### src/rtl/bcd_to_binary_pkg.sv
// Shared types and constants for the packed-BCD to binary converter.
// Holds the FSM state encoding and the per-digit correction thresholds.
package bcd_pkg;

    typedef enum logic [1:0] {
        IDLE,
        SHIFT,
        DONE
    } state_t;

    localparam logic [3:0] BCD_DIGIT_MAX  = 4'd9;
    localparam logic [3:0] BCD_ADJ_THRESH = 4'd8;
    localparam logic [3:0] BCD_ADJ_VAL    = 4'd3;

    function automatic logic digit_is_valid(input logic [3:0] digit);
        return digit <= BCD_DIGIT_MAX;
    endfunction

endpackage

### src/rtl/bcd_to_binary_if.sv
// Request/response bundle between a keypad operand source and the converter.
// The master issues start/bcd_in; the slave (converter) returns status and result.
interface bcd_to_binary_if #(
    parameter int DIGITS = 4,
    parameter int BIN_W  = 14
);
    logic                  start;
    logic [4*DIGITS-1:0]   bcd_in;
    logic                  busy;
    logic                  done;
    logic                  err;
    logic [BIN_W-1:0]      binary_out;

    modport master (
        output start, bcd_in,
        input  busy, done, err, binary_out
    );

    modport slave (
        input  start, bcd_in,
        output busy, done, err, binary_out
    );
endinterface

### src/rtl/bcd_digit_adjust.sv
// One-digit correction for reverse double-dabble: a digit that received a
// shifted-in 8 from its upper neighbour is really worth 5, so take 3 back.
module bcd_digit_adjust
    import bcd_pkg::*;
(
    input  logic [3:0] i_nib,
    output logic [3:0] o_nib
);
    assign o_nib = (i_nib >= BCD_ADJ_THRESH) ? (i_nib - BCD_ADJ_VAL) : i_nib;
endmodule

### src/rtl/bcd_to_binary.sv
// Multi-cycle packed-BCD to unsigned binary converter, one bit per clock.
// Malformed digits are reported via err with a single-cycle done pulse.
module bcd_to_binary
    import bcd_pkg::*;
#(
    parameter int DIGITS = 4,
    parameter int BIN_W  = 14
)(
    input  logic              clk,
    input  logic              rst,
    bcd_to_binary_if.slave    bus
);
    localparam int BCD_W = 4 * DIGITS;
    localparam int SR_W  = BCD_W + BIN_W;
    localparam int CNT_W = $clog2(BIN_W + 1);

    state_t             r_state, w_state_nxt;
    logic [SR_W-1:0]    r_sr;
    logic [CNT_W-1:0]   r_cnt;
    logic               r_busy, r_done, r_err, r_err_pend;
    logic [BIN_W-1:0]   r_bin;

    logic [SR_W-1:0]    w_sr_shift, w_sr_adj;
    logic               w_bcd_ok, w_accept, w_reject;

    always_comb begin
        w_bcd_ok = 1'b1;
        for (int i = 0; i < DIGITS; i++) begin
            if (!digit_is_valid(bus.bcd_in[4*i +: 4])) w_bcd_ok = 1'b0;
        end
    end

    // An invalid request is reported one edge later, so the cycle in between
    // is spent in IDLE with r_err_pend set and no new request is taken.
    assign w_accept = (r_state == IDLE) && bus.start && w_bcd_ok && !r_err_pend;
    assign w_reject = (r_state == IDLE) && bus.start && !w_bcd_ok && !r_err_pend;

    assign w_sr_shift = r_sr >> 1;
    assign w_sr_adj[BIN_W-1:0] = w_sr_shift[BIN_W-1:0];

    for (genvar g = 0; g < DIGITS; g++) begin : g_adj
        bcd_digit_adjust u_adj (
            .i_nib (w_sr_shift[BIN_W + 4*g +: 4]),
            .o_nib (w_sr_adj[BIN_W + 4*g +: 4])
        );
    end

    always_ff @(posedge clk or posedge rst) begin
        if (rst) r_state <= IDLE;
        else     r_state <= w_state_nxt;
    end

    // NOTE: defaulting w_state_nxt before the case keeps every path assigned, so no latch is inferred.
    always_comb begin
        w_state_nxt = r_state;
        unique case (r_state)
            IDLE:    if (w_accept) w_state_nxt = SHIFT;
            SHIFT:   if (r_cnt == CNT_W'(BIN_W - 1)) w_state_nxt = DONE;
            DONE:    w_state_nxt = IDLE;
            default: w_state_nxt = IDLE;
        endcase
    end

    // NOTE: non-blocking assignments make every register here update from pre-edge values.
    always_ff @(posedge clk or posedge rst) begin
        if (rst) begin
            r_sr       <= '0;
            r_cnt      <= '0;
            r_busy     <= 1'b0;
            r_done     <= 1'b0;
            r_err      <= 1'b0;
            r_err_pend <= 1'b0;
            r_bin      <= '0;
        end else begin
            r_done <= 1'b0;
            unique case (r_state)
                IDLE: begin
                    if (r_err_pend) begin
                        r_err_pend <= 1'b0;
                        r_done     <= 1'b1;
                        r_err      <= 1'b1;
                        r_bin      <= '0;
                    end else if (w_accept) begin
                        r_sr   <= {bus.bcd_in, {BIN_W{1'b0}}};
                        r_cnt  <= '0;
                        r_busy <= 1'b1;
                    end else if (w_reject) begin
                        r_err_pend <= 1'b1;
                    end
                end
                SHIFT: begin
                    r_sr  <= w_sr_adj;
                    r_cnt <= r_cnt + 1'b1;
                end
                DONE: begin
                    r_bin  <= r_sr[BIN_W-1:0];
                    r_err  <= 1'b0;
                    r_done <= 1'b1;
                    r_busy <= 1'b0;
                end
                default: ;
            endcase
        end
    end

    assign bus.busy       = r_busy;
    assign bus.done       = r_done;
    assign bus.err        = r_err;
    assign bus.binary_out = r_bin;
endmodule
### src/flat_wrapper.sv
// flat-port wrapper written by rule: the top's interface ports become plain ports
module bcd_to_binary_flat import bcd_pkg::*;
#(
    parameter int DIGITS = 4,
    parameter int BIN_W  = 14
)
  (clk, rst, bus_start, bus_bcd_in, bus_busy, bus_done, bus_err, bus_binary_out);
  bcd_to_binary_if #(.DIGITS(DIGITS), .BIN_W(BIN_W)) bus_i ();
  input  logic clk;
  input  logic rst;
  input wire logic [$bits(bus_i.start)-1:0] bus_start;
  input wire logic [$bits(bus_i.bcd_in)-1:0] bus_bcd_in;
  output wire logic [$bits(bus_i.busy)-1:0] bus_busy;
  output wire logic [$bits(bus_i.done)-1:0] bus_done;
  output wire logic [$bits(bus_i.err)-1:0] bus_err;
  output wire logic [$bits(bus_i.binary_out)-1:0] bus_binary_out;
  assign bus_i.start = bus_start;
  assign bus_i.bcd_in = bus_bcd_in;
  assign bus_busy = bus_i.busy;
  assign bus_done = bus_i.done;
  assign bus_err = bus_i.err;
  assign bus_binary_out = bus_i.binary_out;
  bcd_to_binary #(.DIGITS(DIGITS), .BIN_W(BIN_W)) u_core (.clk(clk), .rst(rst), .bus(bus_i));
endmodule
### config.mk
export PLATFORM = sky130hd
export DESIGN_NAME = bcd_to_binary_flat
export DESIGN_NICKNAME = d
export VERILOG_FILES = /design/src/rtl/bcd_to_binary_pkg.sv /design/src/rtl/bcd_to_binary_if.sv /design/src/rtl/bcd_digit_adjust.sv /design/src/rtl/bcd_to_binary.sv /design/src/flat_wrapper.sv
export SDC_FILE = /design/constraint.sdc
export NUM_CORES = 1
export LEC_CHECK = 0
export ABC_AREA = 1
export CAP_MARGIN = 25
export CORE_MARGIN = 2
export CORE_UTILIZATION = 50
export CTS_BUF_LIST = sky130_fd_sc_hd__clkbuf_4 sky130_fd_sc_hd__clkbuf_8 sky130_fd_sc_hd__clkbuf_16
export DETAILED_ROUTE_END_ITERATION = 10
export PLACE_DENSITY = 0.74
export SYNTH_ARGS = -nofsm -noshare
export SYNTH_HDL_FRONTEND = slang
export SYNTH_SLANG_ARGS = --single-unit
### constraint.sdc
create_clock -name clk -period 2.5 [get_ports clk]
set_input_delay 0.375 -clock clk [delete_from_list [all_inputs] [get_ports clk]]
set_output_delay 0.375 -clock clk [all_outputs]
set_load 0.05 [all_outputs]
## Word level (Yosys, flattened, before mapping)

Cells that the tools add are included.

- Output and inout bits: 17
- Register bits: 54
- Logic and storage cells: 71

- Equality and inequality tests: 7
- Reductions and logical operators: 14
- Add/subtract/negate cells: 5
- $lt $le $gt $ge: 8
- Mux-type cells: 29

Operators with widths:

| cell | count |
|---|---|
| 30-bit two-way mux | 2 |
| 30-bit one-hot mux with 2 select lines | 1 |
| 14-bit one-hot mux with 2 select lines | 1 |
| 4-bit two-way mux | 6 |
| 4-bit less-or-equal comparator (second input constant) | 4 |
| 14-bit two-way mux | 1 |
| 4-bit greater-or-equal comparator (second input constant) | 3 |
| 4-bit by 2-bit subtractor with 4-bit output (second input constant) | 3 |
| 1-bit two-way mux | 11 |
| 4-bit one-hot mux with 2 select lines | 1 |
| 2-bit by 1-bit inequality test with 1-bit output (second input constant) | 3 |
| 1-bit one-hot mux with 2 select lines | 3 |
| 3-bit AND reduction | 2 |
| 1-bit logical AND | 5 |
| 4-bit by 1-bit adder with 4-bit output (second input constant) | 1 |
| 4-bit == test (second input constant) | 1 |
| 3-bit by 4-bit greater-or-equal comparator with 1-bit output (second input constant) | 1 |
| 2-bit two-way mux | 2 |
| 2-bit one-hot mux with 2 select lines | 1 |
| 2-bit AND reduction | 2 |
| 2-bit nonzero test | 2 |
| 3-bit by 2-bit subtractor with 4-bit output (second input constant) | 1 |
| 2-bit by 1-bit == test with 1-bit output (second input constant) | 1 |
| 2-bit == test (second input constant) | 1 |
| other kinds (3) | 4 |

## Logic depth before layout (Yosys ltp)

Gate-level depths: netlist (run 1).

- Depth after elaboration: 11
- Gate-level depth with buffers: 8

## Modules after synthesis

Synthesis (run 1) repeated with hierarchy kept, for this count alone.

- Cell total of the unflattened synthesis: 374
- Area total of the unflattened synthesis: 2773.9 um^2

Modules (own cells, without submodules):

| module | cells each | instances | seq. area each (um^2) | area each (um^2) |
|---|---|---|---|---|
| bcd_to_binary | 310 | 1 | 1351.3 | 2418.6 |
| bcd_digit_adjust | 16 | 4 | 0.0 | 88.8 |

## Least setup slack after synthesis (run 1)

Ideal clock, no wire load.

- Path type: register to register
- Start: register u_core.r_state[1]
- End: register u_core.r_sr[14]
- Library setup time: 0.117 ns
- Stages on the path, launching flop included: 6
- Data arrival time: 1.073 ns
- Path slack: 1.310 ns
- Required time: 2.383 ns
- Cell sequence: dfrtp_1 -> nor3_2 -> nand3_2 -> buf_2 -> nand3_1 -> nand2_1

- Longest elaborated chain between the ends: 6
- Elaborated cells between the ends (all ways): 10

Ends and longest elaborated chain:

| what | line | source |
|---|---|---|
| start, declared | bcd_to_binary.sv:17 | `state_t r_state, w_state_nxt;` |
| start signal, assigned | bcd_to_binary.sv:50 | `else r_state <= w_state_nxt;` |
| 2-bit logical NOT | bcd_to_binary.sv:35, bcd_to_binary.sv:76 |  |
| 1-bit logical AND (3 in a row) | bcd_to_binary.sv:35 | `assign w_accept = (r_state == IDLE) && bus.start && w_bcd_ok && !r_err_pend;` |
| 2-bit by 1-bit inequality test with 1-bit output (no source line) | - |  |
| 3-bit AND reduction (no source line) | - |  |
| end signal, assigned | bcd_to_binary.sv:84 | `r_sr <= {bus.bcd_in, {BIN_W{1'b0}}};` |
| end signal, assigned | bcd_to_binary.sv:92 | `r_sr <= w_sr_adj;` |
| end, declared | bcd_to_binary.sv:18 | `logic [SR_W-1:0] r_sr;` |

Several ways; a longest one is shown, not always the timed one.
A chain may end at the register's enable or synchronous reset.

## Worst setup path after layout (run 1)

- Start: register u_core.r_bin[13], in the netlist u_core.bus.binary_out[13]
- End: output bus_binary_out[13]

RTL lines:

| what | line | source |
|---|---|---|
| start, declared | bcd_to_binary.sv:21 | `logic [BIN_W-1:0] r_bin;` |
| start signal, assigned | bcd_to_binary.sv:96 | `r_bin <= r_sr[BIN_W-1:0];` |
| end, declared | flat_wrapper.sv:16 | `output wire logic [$bits(bus_i.binary_out)-1:0] bus_binary_out;` |

No word-level cell between the ends.

==> results of run 1 <==
[cells by family (layout without fill, tap and decap cells)]
logic type,count (synthesis),count (layout)
flip-flops,54,54
buffers and inverters,39,72
XOR/XNOR,7,7
AO/OA/AOI/OAI,25,25
AND/OR/NAND/NOR,198,198
adder cells (fa/ha/maj),8,8
[power breakdown]
| part | internal [mW] | total (mW) | switching, mW |
|---|---|---|---|
| Sequential | 1.16 | 1.43 | 0.272 |
| Combinational | 0.502 | 1.34 | 0.837 |
| Clock | 0.208 | 0.517 | 0.308 |
| Total | 1.87 | 3.28 | 1.42 |
[cell type report]
class	instances	area, µm²	share of cell area
repair buffers	40	413	0.130
clock inverters	3	28.8	0.00906
multi-input cells	238	1140	0.358
inverters	24	90.1	0.0284
well taps	70	87.6	0.0276
flip-flops and latches	54	1350	0.426
clock buffers	5	68.8	0.0217
[path summary, 6_finish.rpt]
kind	from	endpoint	slack (ns)	depth (start not counted)
setup / recovery	u_core.bus.binary_out[13]$_DFFE_PP0P_	bus_binary_out[13]	0.61	1
hold / removal	rst	u_core.bus.binary_out[1]$_DFFE_PP0P_	0.38	2
setup reg to reg	u_core.r_state[0]$_DFFE_PP0P_	u_core.r_sr[22]$_DFFE_PP0P_	1.00	8
hold reg to reg	u_core.r_sr[14]$_DFFE_PP0P_	u_core.r_sr[13]$_DFFE_PP0P_	0.49	2
max in group asynchronous	rst	u_core.r_cnt[1]$_DFFE_PP0P_	1.56	3
min in group clk	u_core.r_sr[14]$_DFFE_PP0P_	u_core.r_sr[13]$_DFFE_PP0P_	0.49	2
[cells in the final DEF, fill, tap and decap left out]
cell	instances
a21oi_1	7
inv_1	20
xor2_1	4
nand2_2	2
nor3_2	1
nor2_4	2
or2_0	2
o22ai_1	3
nand4_1	1
buf_4	3
clkinv_4	2
clkdlybuf4s50_1	35
o21ai_0	6
xnor2_1	3
ha_1	8
nor2_1	11
inv_8	1
nand2_1	128
dfrtp_1	54
o21ai_1	9
nand3_1	50
nand3_2	1
clkbuf_8	5
buf_12	2
inv_2	4
[per-layer routing]
metal,GRT usage,up-vias
li1,-,1108
met1,0.265,1001
met2,0.345,70
met3,0.0329,6
met4,0.0536,0
met5,0,-
[through the flow]
step	power, mW	instance area [µm²]
final	3.28	3180
after global routing	3.57	3180
after CTS	3.31	3180
after detailed placement	2.79	3080
after global placement	2.74	3080
after floorplan	2.46	2670
[Yosys cell counts, drive strengths merged]
cell	number
o21ai	15
nor3	1
nand3	51
clkbuf	1
o22ai	3
ha	8
nand4	1
inv	24
a21oi	7
nand2	130
or2	2
xor2	4
dfrtp	54
nor2	13
xnor2	3
buf	14
[flip-flops by register name, indices dropped and copies added, names as in the netlist]
| name | cells |
|---|---|
| u_core.bus.err | 1 |
| u_core.r_err_pend | 1 |
| u_core.bus.done | 1 |
| u_core.bus.binary_out | 14 |
| u_core.bus.busy | 1 |
| u_core.r_cnt | 4 |
| u_core.r_sr | 30 |
| u_core.r_state | 2 |
==> impl_metrics.prom, run 1 <==
# TYPE chip_impl_metric gauge
chip_impl_info{name="outcome",value="complete, no violations"} 1
chip_impl_metric{name="post_synthesis_average_cell_area",unit="µm²"} 8.06
chip_impl_info{name="critical_path.startpoint_type",value="flip-flop"} 1
chip_impl_metric{name="num_vias",unit=""} 2185
chip_impl_info{name="routed.top_layer",value="met4"} 1
chip_impl_metric{name="synthesis.instances",unit=""} 331
chip_impl_metric{name="synth-compound-area-share",unit=""} 0.0483
chip_impl_metric{name="gr_usage_total",unit=""} 0.200
chip_impl_metric{name="num-fill-cells",unit=""} 486
chip_impl_metric{name="cts-hold-fix-buffers",unit=""} 0
chip_impl_metric{name="ys_seq_area_frac",unit=""} 0.507
chip_impl_metric{name="postCtsSetupRepairBufs",unit=""} 0
chip_impl_metric{name="yosys.cell_types.count",unit=""} 24
chip_impl_metric{name="post_route_cells_drive_above_1_share",unit=""} 0.0632
chip_impl_info{name="clock_tree.root_cell",value="clkbuf_8"} 1
chip_impl_metric{name="finish.utilization",unit=""} 0.618
chip_impl_metric{name="synthesis.nets",unit=""} 358
chip_impl_metric{name="max-vdd-ir-drop",unit="mV"} 0.407
chip_impl_metric{name="synth_area",unit="µm²"} 2670
chip_impl_info{name="synth.area.top_cells",value="dfrtp_1 51%, nand2_1 18%, nand3_1 9.4%, ha_1 3.8%, inv_1 3.0%"} 1
chip_impl_metric{name="grt_first_pass_wirelength",unit="µm"} 9740
chip_impl_metric{name="slowest_delay",unit="ns"} 0.82
chip_impl_info{name="yosys.area.top_type",value="dfrtp_1"} 1
chip_impl_metric{name="instances_no_fill",unit=""} 434
chip_impl_metric{name="power_density",unit="nW/µm²"} 1030
chip_impl_metric{name="final_critical_path_setup_slack",unit="ns"} 0.606
chip_impl_info{name="cpMaxStageDelayCell",value="clkdlybuf4s50_1"} 1
chip_impl_metric{name="crit_buf_inv",unit=""} 1
chip_impl_metric{name="clock.fmax",unit="MHz"} 528
chip_impl_metric{name="htree_levels",unit=""} 2
chip_impl_metric{name="route.met2.wl",unit="µm"} 2490
chip_impl_metric{name="synth.ff_latch_count",unit=""} 54
chip_impl_metric{name="synth.area.mux_share",unit=""} 0
chip_impl_metric{name="dpl.cell_count",unit=""} 426
chip_impl_metric{name="yosys_warnings",unit=""} 0
chip_impl_metric{name="timing.final.setup_violations",unit=""} 0
chip_impl_info{name="tritoncts",value="yes"} 1
chip_impl_metric{name="max-clock-path-buffers",unit=""} 2
chip_impl_metric{name="synthAdderAreaFrac",unit=""} 0.0375
chip_impl_metric{name="post_synth_and_or_nand_nor_area_fraction",unit=""} 0.317
chip_impl_info{name="synth_top_family_by_area",value="simple AND/OR/NAND/NOR gates"} 1
chip_impl_metric{name="post-dp-hpwl",unit="µm"} 3770
chip_impl_metric{name="detail_route.wirelength",unit="µm"} 5350
chip_impl_metric{name="dr.first_iter.drc_count",unit=""} 170
chip_impl_metric{name="cts_buffers",unit=""} 5
chip_impl_metric{name="chipHeight",unit="µm"} 77.0
chip_impl_metric{name="num-nets-final",unit=""} 390
chip_impl_metric{name="dieWidth",unit="µm"} 77.0
chip_impl_info{name="hold_class",value="in2async"} 1
chip_impl_metric{name="fin_worst_skew",unit="ns"} 0.0122
chip_impl_metric{name="layout_min_cycle_time",unit="ns"} 1.89
chip_impl_metric{name="arrival",unit="ns"} 1.52
chip_impl_info{name="timing.critical_path.cells",value="clkdlybuf4s50_1"} 1
chip_impl_metric{name="number_of_antenna_violations_at_the_first_check_in_global_routing",unit=""} 0
chip_impl_metric{name="required",unit="ns"} 2.12
chip_impl_metric{name="grt_start_max_net_pins",unit=""} 41
chip_impl_metric{name="rows",unit=""} 26
chip_impl_metric{name="grt_remaining_overflow",unit=""} 0
chip_impl_metric{name="initial_utilization",unit=""} 0.519
chip_impl_metric{name="relSlewSlack",unit=""} 0.656
chip_impl_metric{name="cp_max_fo",unit=""} 2
chip_impl_metric{name="timing.max_cap.violations",unit=""} 0
chip_impl_metric{name="timing.final.max_slew_violations",unit=""} 0
chip_impl_metric{name="detail-route-antenna-nets",unit=""} 0
chip_impl_metric{name="firstDrtPassIters",unit=""} 4
chip_impl_metric{name="total_i_o_pin_count",unit=""} 36
chip_impl_metric{name="dpl_worst_slack",unit="ns"} 0.620
chip_impl_metric{name="fp.coreArea",unit="µm²"} 5140
chip_impl_metric{name="finalWeightedCongestion",unit=""} 0.806
chip_impl_metric{name="route.met3.wl",unit="µm"} 301
chip_impl_metric{name="n_antenna_cell",unit=""} 0
chip_impl_metric{name="yosysTopAreaCellShare",unit=""} 0.507
chip_impl_metric{name="leakage",unit="nW"} 1.66
chip_impl_metric{name="post-route-drc-count",unit=""} 0
chip_impl_info{name="worst-setup-path-type",value="reg2out"} 1
chip_impl_metric{name="timing_worst_slew_pin_value",unit="ns"} 0.514
chip_impl_metric{name="design.die.area",unit="µm²"} 5930
chip_impl_metric{name="period_share",unit=""} 0.758
chip_impl_info{name="worst_path_dominant_cell_family",value="buffers and inverters"} 1
chip_impl_metric{name="via_density_per_instance",unit=""} 5.03
chip_impl_metric{name="post_synth_xor_area_fraction",unit=""} 0.0230
chip_impl_metric{name="drt-met1-wl",unit="µm"} 2500
chip_impl_metric{name="detail_route.wl_per_cell",unit="µm"} 12.3
chip_impl_metric{name="area_growth_syn_to_layout",unit="%"} 19.1
chip_impl_metric{name="hold_viol_final",unit=""} 0
chip_impl_info{name="grt_setup_unrepaired",value="no"} 1
chip_impl_info{name="setup.worst_path.end_class",value="output port"} 1
chip_impl_metric{name="clock_pin_transition_on_the_worst_setup_and_hold_timing_paths",unit="ns"} 0.11
chip_impl_metric{name="cells_resized_by_post_cts_repair",unit=""} 0
chip_impl_metric{name="insertion_delay",unit="ns"} 0.31
chip_impl_metric{name="placement.io_buffers",unit=""} 35
chip_impl_metric{name="first_global_vias",unit=""} 2149
chip_impl_metric{name="finalSetupTns",unit="ns"} 0
chip_impl_metric{name="clock_sinks",unit=""} 54
chip_impl_metric{name="final.hold.worst_slack",unit="ns"} 0.381
Note: power is estimated with default switching activity, not from simulation.
==> run 2: changes to the inputs <==
==> constraint.sdc (replaced) <==
create_clock -name clk -period 2 [get_ports clk]
set_input_delay 0.3 -clock clk [delete_from_list [all_inputs] [get_ports clk]]
set_output_delay 0.3 -clock clk [all_outputs]
set_load 0.05 [all_outputs]
==> run 2 against run 1 <==
  * First-iteration DRC count fell by 4.1%
  * Clock-buffer cell count unchanged
  * Critical path depth did not move
  * Clock power up 46%
  * Sequential cell count did not move
  * Final cell count rose by 0.23%
  * Wire length is 0.93% lower
  * Clock skew down 0.0045 ns
  * Design area is 0.83% higher
  * Global-route usage decreased by 0.43 points
  * Register-to-register slack lost 0.43 ns
==> impl_metrics.prom, run 2 (synthesized netlist as in run 1, its figures left out) <==
# TYPE chip_impl_metric gauge
chip_impl_metric{name="chipHeight",unit="µm"} 77.0
chip_impl_info{name="final_cell_mix",value="128 x nand2_1, 54 x dfrtp_1, 50 x nand3_1, 35 x clkdlybuf4s50_1, 20 x inv_1"} 1
chip_impl_metric{name="firstDrtPassIters",unit=""} 4
chip_impl_metric{name="dpl.cell_count",unit=""} 427
chip_impl_metric{name="postCtsSetupRepairBufs",unit=""} 0
chip_impl_metric{name="initial_utilization",unit=""} 0.519
chip_impl_metric{name="gr_usage_total",unit=""} 0.196
chip_impl_metric{name="insertion_delay",unit="ns"} 0.31
chip_impl_info{name="cpMaxStageDelayCell",value="clkdlybuf4s50_1"} 1
chip_impl_metric{name="leakage",unit="nW"} 1.67
chip_impl_metric{name="post-dp-hpwl",unit="µm"} 3670
chip_impl_info{name="worst-setup-path-type",value="reg2out"} 1
chip_impl_metric{name="cts_buffers",unit=""} 5
chip_impl_metric{name="via_density_per_instance",unit=""} 5.04
chip_impl_metric{name="fp.coreArea",unit="µm²"} 5140
chip_impl_info{name="worst_path_dominant_cell_family",value="buffers and inverters"} 1
chip_impl_metric{name="finish.utilization",unit=""} 0.623
chip_impl_metric{name="largest_register_ffs",unit=""} 30
chip_impl_info{name="tritoncts",value="yes"} 1
chip_impl_metric{name="rows",unit=""} 26
chip_impl_metric{name="number_of_antenna_violations_at_the_first_check_in_global_routing",unit=""} 0
chip_impl_metric{name="internal_power",unit="mW"} 2.46
chip_impl_info{name="hold_class",value="in2async"} 1
chip_impl_metric{name="num-fill-cells",unit=""} 470
chip_impl_metric{name="fin_worst_skew",unit="ns"} 0.00765
chip_impl_metric{name="timing.final.max_slew_violations",unit=""} 0
chip_impl_metric{name="design.die.area",unit="µm²"} 5930
chip_impl_metric{name="share_comb_of_total_power",unit=""} 0.399
chip_impl_metric{name="hold_viol_final",unit=""} 0
chip_impl_metric{name="post_route_cells_drive_above_1_share",unit=""} 0.0658
chip_impl_metric{name="share_clk_of_total_power",unit=""} 0.179
chip_impl_metric{name="finalSetupTns",unit="ns"} 0
chip_impl_metric{name="seq_area",unit="µm²"} 1350
chip_impl_metric{name="netSwitchingFraction",unit=""} 0.416
chip_impl_metric{name="timing_worst_slew_pin_value",unit="ns"} 0.509
chip_impl_info{name="outcome",value="complete, no violations"} 1
chip_impl_metric{name="layout_min_cycle_time",unit="ns"} 1.79
chip_impl_metric{name="multi_input_comb_area",unit="µm²"} 1140
chip_impl_metric{name="area_growth_syn_to_layout",unit="%"} 20.1
chip_impl_metric{name="first_global_vias",unit=""} 2123
chip_impl_info{name="register_containing_the_most_flip_flops_in_the_final_layout",value="u_core.r_sr"} 1
chip_impl_metric{name="num_vias",unit=""} 2191
chip_impl_metric{name="max-vdd-ir-drop",unit="mV"} 0.610
chip_impl_metric{name="clock.fmax",unit="MHz"} 559
chip_impl_metric{name="post-route-drc-count",unit=""} 0
chip_impl_metric{name="dieWidth",unit="µm"} 77.0
chip_impl_info{name="critical_path.startpoint_type",value="flip-flop"} 1
chip_impl_metric{name="grt_first_pass_wirelength",unit="µm"} 9520
chip_impl_metric{name="detail_route.wl_per_cell",unit="µm"} 12.2
chip_impl_info{name="clock_tree.root_cell",value="clkbuf_8"} 1
chip_impl_metric{name="seq_power_share",unit=""} 0.422
chip_impl_metric{name="detail-route-antenna-nets",unit=""} 0
chip_impl_metric{name="relSlewSlack",unit=""} 0.659
chip_impl_metric{name="total_i_o_pin_count",unit=""} 36
chip_impl_metric{name="finalWeightedCongestion",unit=""} 0.820
chip_impl_metric{name="cts-hold-fix-buffers",unit=""} 0
chip_impl_metric{name="htree_levels",unit=""} 2
chip_impl_metric{name="n_antenna_cell",unit=""} 0
chip_impl_metric{name="timing.max_cap.violations",unit=""} 0
chip_impl_metric{name="slowest_delay",unit="ns"} 0.81
chip_impl_metric{name="crit_buf_inv",unit=""} 1
chip_impl_metric{name="num-nets-final",unit=""} 391
chip_impl_metric{name="clock_pin_transition_on_the_worst_setup_and_hold_timing_paths",unit="ns"} 0.11
chip_impl_metric{name="cells_resized_by_post_cts_repair",unit=""} 0
chip_impl_info{name="setup.worst_path.end_class",value="output port"} 1
chip_impl_metric{name="detail_route.wirelength",unit="µm"} 5300
chip_impl_metric{name="power_density",unit="nW/µm²"} 1320
chip_impl_info{name="timing.critical_path.cells",value="clkdlybuf4s50_1"} 1
chip_impl_info{name="final_common_cell",value="nand2_1"} 1
chip_impl_metric{name="timing.final.setup_violations",unit=""} 0
chip_impl_info{name="grt_setup_unrepaired",value="no"} 1
chip_impl_metric{name="netSwitchingPower",unit="mW"} 1.75
chip_impl_metric{name="grt_remaining_overflow",unit=""} 0
chip_impl_metric{name="period_share",unit=""} 0.894
chip_impl_metric{name="placement.io_buffers",unit=""} 35
chip_impl_metric{name="dr.first_iter.drc_count",unit=""} 163
chip_impl_metric{name="clock_sinks",unit=""} 54
chip_impl_metric{name="required",unit="ns"} 1.70
chip_impl_metric{name="grt_start_max_net_pins",unit=""} 55
chip_impl_metric{name="cp_max_fo",unit=""} 2
chip_impl_metric{name="arrival",unit="ns"} 1.49
chip_impl_metric{name="instances_no_fill",unit=""} 435
chip_impl_metric{name="max-clock-path-buffers",unit=""} 2
==> run 2: cell types whose count changed in the layout (fill, tap and decap cells not counted) <==
| cell | change |
|---|---|
| buf_4 | +1 |
| bufinv_16 | +1 |
| clkinv_4 | -1 |
| inv_6 | +1 |
| inv_8 | -1 |
==> run 2: layer usage <==
metal,up-vias,GRT usage,share of wire
li1,1117,-,-
met1,1025,0.253,0.48
met2,45,0.343,0.48
met3,4,0.0365,0.033
met4,0,0.0482,0.0087
met5,-,0,0
==> run 2: path summary, 6_finish.rpt <==
| check | start | end | slack, ns | cells past startpoint |
|---|---|---|---|---|
| hold / removal | rst | u_core.r_sr[24]$_DFFE_PP0P_ | 0.34 | 3 |
| setup / recovery | u_core.bus.binary_out[0]$_DFFE_PP0P_ | bus_binary_out[0] | 0.21 | 1 |
| hold reg to reg | u_core.r_sr[14]$_DFFE_PP0P_ | u_core.r_sr[13]$_DFFE_PP0P_ | 0.48 | 2 |
| max in group asynchronous | rst | u_core.r_cnt[3]$_DFFE_PP0P_ | 1.41 | 3 |
| min in group clk | u_core.r_sr[14]$_DFFE_PP0P_ | u_core.r_sr[13]$_DFFE_PP0P_ | 0.48 | 2 |
| setup reg to reg | u_core.r_state[0]$_DFFE_PP0P_ | u_core.r_sr[26]$_DFFE_PP0P_ | 0.57 | 8 |
==> run 2: stage by stage <==
step | worst slack, ns | area, µm² | total power [mW] | hold slack [ns]
floorplan | 0.385 | 2670 | 3.07 | 0.450
global placement | 0.119 | 3090 | 3.43 | 0.459
detailed placement | 0.126 | 3090 | 3.50 | 0.462
CTS | 0.197 | 3200 | 4.25 | 0.360
global route | 0.163 | 3200 | 4.59 | 0.385
finish | 0.212 | 3200 | 4.22 | 0.336
==> run 2: layout make-up <==
type,instances,area share
clock buffer,5,0.0215
clock inverter,3,0.0148
inverter,24,0.0281
multi-input combinational,238,0.355
sequential,54,0.422
tap,70,0.0274
timing repair buffer,41,0.131
==> run 2: power groups by stage <==
stage	sequential, mW	combinational (mW)	clock [mW]
after floorplan	1.85	1.22	0
after global placement	1.78	1.65	0
after detailed placement	1.79	1.71	0
after CTS	1.78	1.70	0.771
after global routing	1.84	1.94	0.811
final	1.78	1.68	0.754
